## config.mk

```make
export PLATFORM = sky130hd
export DESIGN_NAME = perf_counter_sampler
export DESIGN_NICKNAME = d
export VERILOG_FILES = /design/src/rtl/perf_counter_sampler.sv
export SDC_FILE = /design/constraint.sdc
export NUM_CORES = 1
export LEC_CHECK = 0
export ABC_AREA = 1
export CAP_MARGIN = 40
export CORE_MARGIN = 8
export CORE_UTILIZATION = 51
export CTS_CLUSTER_SIZE = 20
export DETAILED_ROUTE_END_ITERATION = 7
export GPL_ROUTABILITY_DRIVEN = 0
export PLACE_DENSITY = 0.73
export SYNTH_ARGS = -nofsm -noshare
export SYNTH_HDL_FRONTEND = slang
export SYNTH_SLANG_ARGS = --single-unit
```

## constraint.sdc

```tcl
create_clock -name clk -period 4.85 [get_ports clk]
set_clock_uncertainty 0.1 [all_clocks]
set_input_delay 0.485 -clock clk [delete_from_list [all_inputs] [get_ports clk]]
set_output_delay 0.485 -clock clk [all_outputs]
set_load 0.02 [all_outputs]
```

## src/rtl/perf_counter_sampler.sv

```systemverilog
// Periodic IO-bus sweeper for the performance counter block: select each index, read it back,
// and queue {index, value} samples in a small FIFO drained over a valid/ready port.
module perf_counter_sampler #(
    parameter int          NUM_COUNTERS    = 4,
    parameter logic [31:0] BASE_ADDRESS    = 32'h0,
    parameter int          SAMPLE_INTERVAL = 1024,
    parameter int          FIFO_DEPTH      = 8,
    parameter int          IDX_WIDTH       = (NUM_COUNTERS > 1) ? $clog2(NUM_COUNTERS) : 1
) (
    input  logic                 clk,
    input  logic                 reset_n,
    input  logic                 enable,
    output logic [31:0]          io_address,
    output logic                 io_write_en,
    output logic [31:0]          io_write_data,
    output logic                 io_read_en,
    input  logic [31:0]          io_read_data,
    output logic                 sample_valid,
    output logic [IDX_WIDTH-1:0] sample_index,
    output logic [31:0]          sample_value,
    input  logic                 sample_ready,
    output logic                 overflow,
    input  logic                 overflow_clear,
    output logic                 sweep_done
);
    localparam int AW = $clog2(FIFO_DEPTH);
    localparam int PW = AW + 1;
    localparam int TW = (SAMPLE_INTERVAL > 1) ? $clog2(SAMPLE_INTERVAL) : 1;
    localparam logic [TW-1:0]        TIMER_RELOAD = TW'(SAMPLE_INTERVAL - 1);
    localparam logic [IDX_WIDTH-1:0] LAST_IDX     = IDX_WIDTH'(NUM_COUNTERS - 1);
    localparam logic [PW-1:0]        DEPTH_P      = PW'(FIFO_DEPTH);

    typedef enum logic [1:0] {
        S_IDLE   = 2'd0,
        S_SELECT = 2'd1,
        S_READ   = 2'd2,
        S_DONE   = 2'd3
    } state_t;

    state_t               r_state;
    logic [TW-1:0]        r_timer;
    logic [IDX_WIDTH-1:0] r_index;
    logic                 r_io_write_en;
    logic                 r_io_read_en;
    logic [31:0]          r_io_address;
    logic [31:0]          r_io_write_data;
    logic                 r_sweep_done;
    logic                 r_overflow;
    logic [PW-1:0]        r_wr_ptr;
    logic [PW-1:0]        r_rd_ptr;
    logic [IDX_WIDTH-1:0] r_mem_idx [FIFO_DEPTH];
    logic [31:0]          r_mem_val [FIFO_DEPTH];

    logic [IDX_WIDTH-1:0] w_next_index;
    logic [PW-1:0]        w_count;
    logic                 w_valid;
    logic                 w_full;
    logic                 w_pop;
    logic                 w_push;
    logic                 w_push_ok;
    logic                 w_drop;

    assign w_next_index = r_index + IDX_WIDTH'(1);
    assign w_count      = r_wr_ptr - r_rd_ptr;
    assign w_valid      = (w_count != '0);
    assign w_full       = (w_count == DEPTH_P);
    assign w_pop        = w_valid & sample_ready;
    assign w_push       = (r_state == S_READ);
    // A full FIFO still accepts the sample when the head leaves in the same cycle.
    assign w_push_ok    = w_push & (~w_full | w_pop);
    assign w_drop       = w_push & ~w_push_ok;

    // Bus strobes are registered one state ahead so they line up with the state they belong to.
    always_ff @(posedge clk or negedge reset_n) begin
        if (!reset_n) begin
            r_state         <= S_IDLE;
            r_timer         <= TIMER_RELOAD;
            r_index         <= '0;
            r_io_write_en   <= 1'b0;
            r_io_read_en    <= 1'b0;
            r_io_address    <= '0;
            r_io_write_data <= '0;
            r_sweep_done    <= 1'b0;
        end else begin
            r_io_write_en   <= 1'b0;
            r_io_read_en    <= 1'b0;
            r_io_address    <= '0;
            r_io_write_data <= '0;
            r_sweep_done    <= 1'b0;
            case (r_state)
                S_IDLE: begin
                    if (enable) begin
                        if (r_timer == '0) begin
                            r_state       <= S_SELECT;
                            r_index       <= '0;
                            r_io_write_en <= 1'b1;
                            r_io_address  <= BASE_ADDRESS;
                        end else begin
                            r_timer <= r_timer - TW'(1);
                        end
                    end
                end
                S_SELECT: begin
                    r_state      <= S_READ;
                    r_io_read_en <= 1'b1;
                    r_io_address <= BASE_ADDRESS;
                end
                S_READ: begin
                    if (r_index == LAST_IDX) begin
                        r_state      <= S_DONE;
                        r_sweep_done <= 1'b1;
                    end else begin
                        r_state         <= S_SELECT;
                        r_index         <= w_next_index;
                        r_io_write_en   <= 1'b1;
                        r_io_address    <= BASE_ADDRESS;
                        r_io_write_data <= {{(32-IDX_WIDTH){1'b0}}, w_next_index};
                    end
                end
                S_DONE: begin
                    r_state <= S_IDLE;
                    r_timer <= TIMER_RELOAD;
                end
                default: r_state <= S_IDLE;
            endcase
        end
    end

    always_ff @(posedge clk or negedge reset_n) begin
        if (!reset_n) begin
            r_wr_ptr   <= '0;
            r_rd_ptr   <= '0;
            r_overflow <= 1'b0;
        end else begin
            if (w_push_ok) r_wr_ptr <= r_wr_ptr + PW'(1);
            if (w_pop)     r_rd_ptr <= r_rd_ptr + PW'(1);
            if (w_drop)
                r_overflow <= 1'b1;
            else if (overflow_clear)
                r_overflow <= 1'b0;
        end
    end

    always_ff @(posedge clk) begin
        if (w_push_ok) begin
            r_mem_idx[r_wr_ptr[AW-1:0]] <= r_index;
            r_mem_val[r_wr_ptr[AW-1:0]] <= io_read_data;
        end
    end

    assign io_address    = r_io_address;
    assign io_write_en   = r_io_write_en;
    assign io_write_data = r_io_write_data;
    assign io_read_en    = r_io_read_en;
    assign sweep_done    = r_sweep_done;
    assign overflow      = r_overflow;
    assign sample_valid  = w_valid;
    // Storage is not reset, so the head fields are masked while the FIFO is empty.
    assign sample_index  = w_valid ? r_mem_idx[r_rd_ptr[AW-1:0]] : '0;
    assign sample_value  = w_valid ? r_mem_val[r_rd_ptr[AW-1:0]] : '0;

endmodule

```

Word level (Yosys, flattened, before mapping)
Memory sizes are Yosys's and may differ from the RTL's. Index checks and enable logic that the tools add are counted.

Register bits after elaboration: 58. Bits in latches: 0. Bits in writable memories: 272. Memory bits (read-only): 0. Output and inout bits: 103. Word-level logic and storage cells: 67. Memories: 2.

Memory list: r_mem_val (words 8, bits a word 32, read ports 1, clocked after memory_dff 0, write ports 1, RTL line 52) `logic [31:0] r_mem_val [FIFO_DEPTH];`; r_mem_idx (words 8, bits a word 2, read ports 1, clocked after memory_dff 0, write ports 1, RTL line 51) `logic [IDX_WIDTH-1:0] r_mem_idx [FIFO_DEPTH];`.

Add/subtract/negate cells: 5. Multiply operators: 0. Div/mod/pow operators: 0. Magnitude comparators: 0. Equality and inequality tests: 9. Shift-type cells: 0. Muxes and demuxes: 26. Bitwise gates (word level): 6. Reduce and logical (&&, ||, !) cells: 9.

Operator list (number): 32-bit 2-to-1 mux (1); 10-bit 2-to-1 mux (2); 10-bit case mux with 2 select lines (1); 2-bit 2-to-1 mux (9); 10-bit logical NOT (1); 1-bit 2-to-1 mux (10); 10-bit by 1-bit subtractor with 10-bit output (second input constant) (1); 4-bit by 1-bit adder with 4-bit output (second input constant) (2); 2-bit inequality test (second input constant) (4); 2-bit case mux with 4 select lines (1); 2-bit equality test (second input constant) (3); 2-bit nonzero test (3); 4-bit equality test (second input constant) (1); 2-bit case mux with 2 select lines (1); 4-bit AND reduction (1); 4-bit nonzero test (1); 4-bit subtractor (1); 1-bit bitwise AND (3); 3-bit AND reduction (1); 2-bit by 1-bit adder with 2-bit output (second input constant) (1); 2-bit by 1-bit equality test with 1-bit output (second input constant) (1); 2-bit logical NOT (1); 1-bit inverter (2); 1-bit case mux with 2 select lines (1); other kinds (2) (2).

Longest topological paths before layout
Gate-level depths: netlist (run 1).

Word-level depth: 8. Depth in mapped cells: 14. Mapped depth without buffers: 12.

Least setup slack after synthesis (run 1)
No wires, ideal clock.

Path kind: register -> register. From: register r_rd_ptr[1]. To: memory r_mem_idx[2][0] (netlist name) (enable). Library setup time: 0.425 ns. Data arrival time: 3.288 ns. Setup slack: 1.036 ns. Stages on the path, launching flop included: 13. Path buffers: 3. Cells stage by stage: dfrtp_1 > buf_2 > inv_1 > clkbuf_2 > buf_4 > ha_1 > nand2_1 > nand3_1 > nand3_1 > nand2_1 > nand2_1 > nand3_1 > nor2_1.

Longest elaborated chain between the ends: 7. Elaborated cells on any way between the ends: 9. Classes of those cells: add/sub (1); eq/ne (1); mux (2); bitwise (4); reduce/logical (1).

Ends and longest elaborated chain: start: declaration (RTL line 50) `logic [PW-1:0] r_rd_ptr;`; start signal: assignment (RTL line 136) `if (w_pop) r_rd_ptr <= r_rd_ptr + PW'(1);`; 4-bit subtractor * (RTL line 64) `assign w_count = r_wr_ptr - r_rd_ptr;`; 4-bit nonzero test / 4-bit equality test (equally long branches) (RTL line 65, 66); 1-bit bitwise AND / 1-bit inverter (equally long branches) (RTL line 67, 70); 1-bit OR * (RTL line 70) `assign w_push_ok = w_push & (~w_full | w_pop);`; 1-bit bitwise AND * (RTL line 70); 1-bit 2-to-1 mux * (RTL line 145) `if (w_push_ok) begin`; 1-bit 2-to-1 mux (implied by the code) * (RTL line 146) `r_mem_idx[r_wr_ptr[AW-1:0]] <= r_index;`; end: declaration (RTL line 51).

Every way passes the cells marked *; elsewhere a longest branch is shown, timed or not.

Worst setup path after layout (run 1)
From: register r_rd_ptr[0]. To: output port sample_value[11].

Longest elaborated chain between the ends: 3. Elaborated cells on any way between the ends: 4. Classes of those cells: add/sub (1); mux (1); reduce/logical (1); memory (1).

Ends and longest elaborated chain: 4-bit subtractor (RTL line 64); 4-bit nonzero test (RTL line 65) `assign w_valid = (w_count != '0);`; 32-bit 2-to-1 mux * (RTL line 160) `assign sample_value = w_valid ? r_mem_val[r_rd_ptr[AW-1:0]] : '0;`; end: declaration (RTL line 20) `output logic [31:0] sample_value,`.

Marks and branches as above.

==> run summary, run 1 <==
Post-Layout Inst Area -> 14600 um2
iteration-0 DRC count of the detailed router -> 646
Buffers & Inverters on Critical Path -> 4
hold buffers post-CTS -> 0
register cell area after layout -> 8890 um2
worst-path maximum fanout -> 62
critical path class -> reg -> out
clock sink total -> 300
Slowest cell on crit path -> clkdlybuf4s50_1
Die X -> 175 um
Overall Power -> 9.09 mW
CTS tree -> done
initial antenna violation count -> 1
Avg WL per Cell -> 18.0 um
Ports -> 140
Critical Path AT -> 3.45 ns
library cells used by synthesis -> 36
area leader, netlist -> edfxtp_1
final core occ -> 58.4%
Pleak -> 5.23 nW
Fill cells -> 1990
Multi-input gate area -> 3460 um2
Slew Limit Headroom -> 39.2%
DRT Pass-1 Iters -> 5
max-slew violations -> 0
Least-Margin Pin Slew -> 0.912 ns
Placed Area -> 13800 um2
critical path launch point type -> register
Core Rows -> 58
CTS Buf Count -> 29
#FFs+latches synth -> 300
PortBufs -> 77
Clock transition at path regs -> 0.06 ns
power per cell area -> 622 nW/um2
Die Y -> 175 um
vias -> 8164
global-route wire length before repair -> 43100 um
CTS resizes -> 0
number of cells on the worst reg-to-reg path -> 11
HPWL after DPL -> 15500 um
Crit. End Element -> output pin
RSZ-0062 raised after global routing -> false
hold slack -> 0.231 ns
CP Cell Sequence -> inv_4, buf_12, buf_4, nor2_1, o21ai_0, a21oi_1, nor3_2, clkdlybuf4s50_1
final setup fails -> 0
min cycle time layout -> 4.04 ns
via/cell ratio -> 5.34
Clk Latency, worst-skew pair -> 0.53 ns
fmax -> 248 MHz
post-synthesis sequential area ratio -> 68.7%
Mapped Area -> 12900 um2
Final Hold Vio Count -> 0
post-CTS setup repair buffer count -> 0
drt total wl -> 27600 um
Worst EP required -> 4.26 ns
Placed Instances -> 1481
setup slack after layout -> 0.815 ns
yosys warns -> 0
syn_area_per_cell -> 11.6 um2
synthesized instance count -> 1116
Core ar. -> 25000 um2
post-synth top area share -> 63.2%
Die ar. -> 30700 um2
vias in the first global route -> 7943
H-tree Lvls -> 1
Top Family by Delay on Critical Path -> buffers and inverters
Worst R2R Start -> r_rd_ptr[0]$_DFFE_PN0P_
Final Cycle Share -> 83.2%
R2R Path End -> r_mem_val[4][8]$_DFFE_PP_
antenna-violating nets left -> 0
post-place setup slack -> 1.38 ns
final-stage net count -> 1226
Area Overhead vs Synth -> 13.1%
Post-Route Setup TNS -> 0 ns
VDD IR-drop max -> 0.000440 V
R2R Setup Slk -> 1.53 ns
largest net degree at the start of global routing -> 77
DRC Markers -> 0
Critical path origin -> r_rd_ptr[0]$_DFFE_PN0P_
Tot GR Track Use -> 17.5%
status -> finished clean
clock buffer depth -> 3
largest cells by area after synthesis -> edfxtp_1, nand2_1, nor2_1
worst min path class -> in -> async
Initial Util -> 51.6%
proportion of layout cells with a drive suffix above 1 -> 9.42%
root buf cell -> clkbuf_16
Max Cap Viol -> 0
non-filler cells, final -> 1530
grt total ovfl -> 0
max incr delay on CP -> 0.63 ns
Antenna Diode Count -> 0
## flip-flops by register name (all words and copies together) (netlist names), 2 cells and up
signal         flops
io_write_data      2
r_index            2
r_timer           10
r_state            2
r_rd_ptr           4
r_mem_val        256
r_wr_ptr           4
r_mem_idx         16
## report_power, final
| group | leakage, nW | switching, mW | total [mW] | internal, mW |
|---|---|---|---|---|
| clock network | 0.401 | 0.872 | 2.01 | 1.14 |
| logic | 2.04 | 2.45 | 3.83 | 1.38 |
| registers | 2.79 | 0.156 | 3.24 | 3.09 |
## cell usage after synthesis, drive strengths merged
cell type  number
conb            1
xnor2           4
dfrtp          18
o21ai          80
buf            98
xor2            5
dfstp          10
nor2          162
clkbuf         22
nand4           3
o211ai          1
nand3         100
inv            27
or2             2
nand2         199
ha              7
nor3           34
a21oi          69
edfxtp        272
o22ai           1
clkinv          1
## layout make-up
type	instances	area share (%)
timing repair buffer	94	6.23
tap	330	2.83
inverter	28	0.754
multi-input combinational	729	23.7
sequential	300	60.8
clock buffer	38	5.20
clock inverter	11	0.505
## worst reg2reg max path: stages (launching register included)
cell and delay [ns]:
dfrtp_4 0.60, ha_1 0.22, inv_1 0.05, nand2_1 0.07, nand3_1 0.13, nand2_1 0.08, nand2_1 0.06, nand2_1 0.04
nand2_1 0.20, nand3_1 0.33, nor2_4 0.68, buf_4 0.43
## logic make-up after synthesis
| logic type | count (synthesis) | synth area share, % |
|---|---|---|
| xor gates and xnor gates | 9 | 0.610 |
| DFF | 300 | 68.7 |
| AOI/OAI and AO/OA | 151 | 6.05 |
| other | 1 | 0.0290 |
| and+or+nand+nor | 500 | 17.2 |
| adders and majority gates | 7 | 0.678 |
| buffers and inverters | 148 | 6.72 |
## layout by cell type (no fill, tap or decap), drive strengths merged, types with 5 or more instances in the layout
cell type and n:
dfstp 10, nor3 34, dfrtp 18, xor2 5
nand3 100, ha 7, nor2 162, o21ai 80
edfxtp 272, clkinv 10, clkbuf 38, a21oi 69
conb 62, buf 17, clkdlybuf4s50 77, nand2 199
inv 27
## per-layer routing
metal  track usage (%)  vias to the layer above  share of wire [%]
met3              3.48                       42                7.7
met1              23.2                     3948                 42
met4              4.87                        2                1.9
li1                  -                     3884                  -
met5                 0                        -              0.047
met2              29.1                      288                 48
## worst max path at each step
stage | depth (start not counted) | slack (ns) | end
CTS | 7 | 0.81 | sample_value[28]
floorplan | 12 | 1.04 | r_mem_idx[2][0]$_DFFE_PP_
detailed placement | 8 | 1.38 | sample_value[10]
finish | 8 | 0.81 | sample_value[11]
global placement | 8 | 1.42 | sample_value[14]
global route | 8 | 0.62 | sample_value[8]
Power figures use the tool's default switching activity.
==> run 2: changes to the inputs <==
- clock period: 4.85 -> 3.93 ns (I/O delays scaled with it)
==> run summary, run 2 (synthesis gave the netlist of run 1 again) <==
status -> finished clean
iteration-0 DRC count of the detailed router -> 771 (+19%)
clock buffer depth -> 3 (unchanged)
Pleak -> 5.37 nW (+2.6%)
vias -> 8395 (+2.8%)
max-slew violations -> 0 (unchanged)
worst min path class -> in -> async
min cycle time layout -> 3.63 ns
global-route wire length before repair -> 43900 um (+1.8%)
Overall Power -> 11.5 mW (+27%)
root buf cell -> clkbuf_16
Clk Latency, worst-skew pair -> 0.53 ns (about the same)
antenna-violating nets left -> 0 (unchanged)
clock sink total -> 300 (unchanged)
power per cell area -> 777 nW/um2 (+25%)
Final Cycle Share -> 92.3%
Initial Util -> 51.6% (unchanged)
critical path class -> reg -> out
commonest non-fill, non-tap cell in the layout -> edfxtp_1
Placed Instances -> 1493 (+0.81%)
DRT Pass-1 Iters -> 6 (+1)
Worst EP required -> 3.44 ns (-0.82 ns)
Die Y -> 175 um (unchanged)
critical path launch point type -> register
proportion of layout cells with a drive suffix above 1 -> 10.8% (+1.4 points)
Slew Limit Headroom -> 43.7% (+4.4 points)
hold buffers post-CTS -> 0 (unchanged)
Avg WL per Cell -> 18.2 um (+1.3%)
HPWL after DPL -> 16200 um (+4.3%)
post-CTS setup repair buffer count -> 0 (unchanged)
RSZ-0062 raised after global routing -> false
vias in the first global route -> 8144 (+2.5%)
Post-Route Setup TNS -> 0 ns (unchanged)
Core Rows -> 58 (unchanged)
DRC Markers -> 0 (unchanged)
CTS resizes -> 0 (unchanged)
fmax -> 276 MHz
H-tree Lvls -> 1 (unchanged)
worst-path maximum fanout -> 23 (-63%)
Clock transition at path regs -> 0.06 ns (about the same)
VDD IR-drop max -> 0.000678 V (+54%)
Area Overhead vs Synth -> 14.9%
initial antenna violation count -> 0 (-1)
Least-Margin Pin Slew -> 0.845 ns (-0.0664 ns)
Placed Area -> 13900 um2 (+0.84%)
largest net degree at the start of global routing -> 81 (+5.2%)
Crit. End Element -> output pin
final setup fails -> 0 (unchanged)
Largest register FFs -> 256 (unchanged)
via/cell ratio -> 5.42 (+1.5%)
non-filler cells, final -> 1550 (+1.3%)
Die X -> 175 um (unchanged)
Tot GR Track Use -> 17.9% (+0.38 points)
drt total wl -> 28300 um (+2.6%)
CTS Buf Count -> 31 (+6.9%)
Ports -> 140 (unchanged)
Post-Layout Inst Area -> 14800 um2 (+1.6%)
PortBufs -> 77 (unchanged)
CTS tree -> done
commonest cells after routing, fill and taps aside -> edfxtp_1, nand2_1, nor2_1, nand3_1, clkdlybuf4s50_1
Die ar. -> 30700 um2 (unchanged)
Max Cap Viol -> 0 (unchanged)
Final Hold Vio Count -> 0 (unchanged)
grt total ovfl -> 0 (unchanged)
Core ar. -> 25000 um2 (unchanged)
final-stage net count -> 1240 (+1.1%)
Critical Path AT -> 3.13 ns (-0.32 ns)
-- run 2: changes by cell type in the layout (fill, tap and decap cells not counted) --
| cell | delta |
|---|---|
| bufinv_16 | +1 |
| buf_4 | +10 |
| clkinv_1 | -1 |
| clkbuf_8 | +2 |
| clkinv_2 | +2 |
| clkinv_4 | +1 |
| clkbuf_1 | +1 |
| clkinvlp_4 | -1 |
| buf_12 | +2 |
| clkbuf_16 | +2 |
| diode_2 | +1 |
-- run 2: per-layer routing --
layer	wire (um)	global-route usage [%]
met5	0	0
met4	704	5.62
met3	2450	3.60
met2	13700	30.5
met1	11400	22.7
-- run 2: final timing paths --
check | depth (start not counted) | to | start | slack (ns)
hold / removal | 2 | r_index[1]$_DFFE_PN0P_ | reset_n | 0.15
setup / recovery | 11 | sample_value[10] | r_wr_ptr[1]$_DFFE_PN0P_ | 0.30
max in group asynchronous | 2 | r_timer[3]$_DFFE_PN1P_ | reset_n | 3.26
min in group clk | 1 | io_read_en$_DFF_PN0_ | r_state[1]$_DFFE_PN0P_ | 0.39
hold reg to reg | 1 | io_read_en$_DFF_PN0_ | r_state[1]$_DFFE_PN0P_ | 0.39
setup reg to reg | 9 | r_mem_val[6][0]$_DFFE_PP_ | r_wr_ptr[1]$_DFFE_PN0P_ | 1.06
-- run 2: cell type report --
cell class | instances | area, um2
tap | 330 | 413
clock inverter | 13 | 111
multi-input combinational | 729 | 3460
sequential | 300 | 8890
clock buffer | 43 | 841
inverter | 28 | 110
fill | 1929 | 10200
timing repair buffer | 106 | 1030
antenna | 1 | 2.50
-- run 2: critical path, cell delays in order (launching register included) --
cell	delay, ns
dfrtp_1	0.47
ha_1	0.35
nand2_1	0.11
nand3_1	0.13
nand2_1	0.11
nand2_1	0.07
nand2_2	0.08
nand2_4	0.08
inv_4	0.33
buf_4	0.27
nor3_2	0.05
clkdlybuf4s50_1	0.55
-- run 2: stage by stage --
step	utilization [%]	setup WS (ns)	hold WS, ns
floorplan	-	0.116	-0.00259
global placement	55.4	0.895	0.373
detailed placement	55.5	0.852	0.374
CTS	59.3	0.275	0.144
global route	59.3	0.0602	0.170
finish	59.3	0.304	0.151
-- run 2: report_power, final --
| group | internal, mW | switching (mW) | total [mW] |
|---|---|---|---|
| Clock | 1.61 | 1.12 | 2.73 |
| Sequential | 3.81 | 0.161 | 3.97 |
| Combinational | 1.76 | 3.07 | 4.83 |
| Total | 7.18 | 4.35 | 11.5 |
==> run 3: changes to the inputs <==
- clock period: 3.93 -> 4.7 ns (I/O delays scaled with it)
==> run summary, run 3 (synthesis gave the netlist of run 1 again) <==
status -> finished clean
Final Cycle Share -> 84.3%
highest routed metal layer -> met4
Switching Share -> 38.3% (+0.56 points)
critical path class -> reg -> out
vias in the first global route -> 8299 (+1.9%)
Buffers & Inverters on Critical Path -> 3 (unchanged)
drt total wl -> 28800 um (+1.7%)
Die ar. -> 30700 um2 (unchanged)
Core ar. -> 25000 um2 (unchanged)
Ports -> 140 (unchanged)
Pleak -> 5.31 nW (-1.0%)
Placed Instances -> 1490 (-0.20%)
min cycle time layout -> 3.96 ns
Area Overhead vs Synth -> 14.2%
hold buffers post-CTS -> 0 (unchanged)
commonest non-fill, non-tap cell in the layout -> edfxtp_1
Tot GR Track Use -> 18.2% (+0.30 points)
met3 WL post-DR -> 2140 um (-13%)
vias -> 8409 (+0.17%)
RSZ-0062 raised after global routing -> false
Post-Layout Inst Area -> 14800 um2 (-0.62%)
initial antenna violation count -> 1 (+1)
Clock transition at path regs -> 0.06 ns (about the same)
global-route wire length before repair -> 44500 um (+1.4%)
CP Cell Sequence -> inv_4, buf_12, nor2_1, o21ai_0, a21oi_1, nor3_1, clkdlybuf4s50_1
H-tree Lvls -> 1 (unchanged)
met1 WL -> 12200 um (+6.7%)
max-slew violations -> 0 (unchanged)
clock sink total -> 300 (unchanged)
PortBufs -> 77 (unchanged)
Overall Power -> 9.51 mW (-18%)
fmax -> 252 MHz
final core occ -> 58.9% (-0.37 points)
setup slack after layout -> 0.736 ns (+0.432 ns)
max incr delay on CP -> 0.69 ns (+0.14 ns)
clock power share -> 22.8% (-0.9 points)
Combinational Power Share -> 41.7% (-0.2 points)
CTS Buf Count -> 29 (-6.5%)
Die X -> 175 um (unchanged)
Placed Area -> 13900 um2 (-0.11%)
clock buffer depth -> 3 (unchanged)
final setup fails -> 0 (unchanged)
power per cell area -> 645 nW/um2 (-17%)
HPWL after DPL -> 16600 um (+2.6%)
Worst EP required -> 4.13 ns (+0.69 ns)
antenna-violating nets left -> 0 (unchanged)
Crit. End Element -> output pin
final-stage net count -> 1235 (-0.40%)
Top Family by Delay on Critical Path -> buffers and inverters
commonest cells after routing, fill and taps aside -> edfxtp_1, nand2_1, nor2_1, nand3_1, clkdlybuf4s50_1
CTS resizes -> 0 (unchanged)
Die Y -> 175 um (unchanged)
NetSw -> 3.64 mW (-16%)
hold slack -> 0.198 ns (+0.0475 ns)
Least-Margin Pin Slew -> 0.817 ns (-0.0282 ns)
grt total ovfl -> 0 (unchanged)
Max Cap Viol -> 0 (unchanged)
proportion of layout cells with a drive suffix above 1 -> 10.3% (-0.52 points)
Slowest cell on crit path -> clkdlybuf4s50_1
worst-path maximum fanout -> 48 (+110%)
Final Hold Vio Count -> 0 (unchanged)
Initial Util -> 51.6% (unchanged)
post-place setup slack -> 1.35 ns (+0.501 ns)
Reg power frac -> 35.5% (+1.1 points)
DRT Pass-1 Iters -> 5 (-1)
Core Rows -> 58 (unchanged)
metal2 WL -> 13900 um (+1.2%)
Clk Latency, worst-skew pair -> 0.55 ns (+0.02 ns)
post-CTS setup repair buffer count -> 0 (unchanged)
Largest register FFs -> 256 (unchanged)
Critical Path AT -> 3.39 ns (+0.26 ns)
largest net degree at the start of global routing -> 69 (-15%)
Post-Route Setup TNS -> 0 ns (unchanged)
critical path launch point type -> register
non-filler cells, final -> 1544 (-0.39%)
root buf cell -> clkbuf_16
Internal Power -> 5.87 mW (-18%)
iteration-0 DRC count of the detailed router -> 935 (+21%)
CTS tree -> done
Avg WL per Cell -> 18.6 um (+2.1%)
worst min path class -> in -> async
VDD IR-drop max -> 0.000823 V (+21%)
Slew Limit Headroom -> 45.4% (+1.7 points)
via/cell ratio -> 5.45 (+0.56%)
DRC Markers -> 0 (unchanged)
==> run 3: changes by cell type in the layout (fill, tap and decap cells not counted), sizes merged <==
cell	change
buf	-3
bufinv	-1
clkinv	-4
inv	+1
clkbuf	+1
==> run 3: per-layer routing <==
metal	global-route usage [%]	vias to the layer above
met5	0	-
met4	5.48	0
met3	3.17	48
met2	30.6	332
met1	23.9	4113
li1	-	3916
==> run 3: power groups by stage <==
| stage | combinational (mW) | sequential, mW | clock [mW] |
|---|---|---|---|
| floorplan | 2.65 | 3.35 | 0 |
| detailed placement | 3.99 | 3.43 | 0 |
| global route | 4.36 | 3.40 | 2.30 |
| global placement | 3.91 | 3.42 | 0 |
| finish | 3.97 | 3.37 | 2.17 |
| CTS | 4.01 | 3.37 | 2.20 |
==> run 3: worst paths after layout <==
| kind | cells past startpoint | from | end | slack [ns] |
|---|---|---|---|---|
| setup / recovery | 7 | r_rd_ptr[0]$_DFFE_PN0P_ | sample_index[0] | 0.74 |
| hold / removal | 2 | reset_n | r_rd_ptr[3]$_DFFE_PN0P_ | 0.20 |
| setup reg to reg | 11 | r_rd_ptr[0]$_DFFE_PN0P_ | r_mem_val[4][8]$_DFFE_PP_ | 1.36 |
| hold reg to reg | 1 | r_state[1]$_DFFE_PN0P_ | io_read_en$_DFF_PN0_ | 0.38 |
| max in group asynchronous | 2 | reset_n | r_timer[3]$_DFFE_PN1P_ | 3.96 |
| min in group clk | 1 | r_state[1]$_DFFE_PN0P_ | io_read_en$_DFF_PN0_ | 0.38 |
==> run 3: cell type report <==
cell class                 instances  area (um2)
sequential                       300        8890
clock buffer                      44         802
tap                              330         413
timing repair buffer             103        1010
clock inverter                     9        72.6
multi-input combinational        729        3460
fill                            1989       10300
antenna                            1        2.50
inverter                          28         110
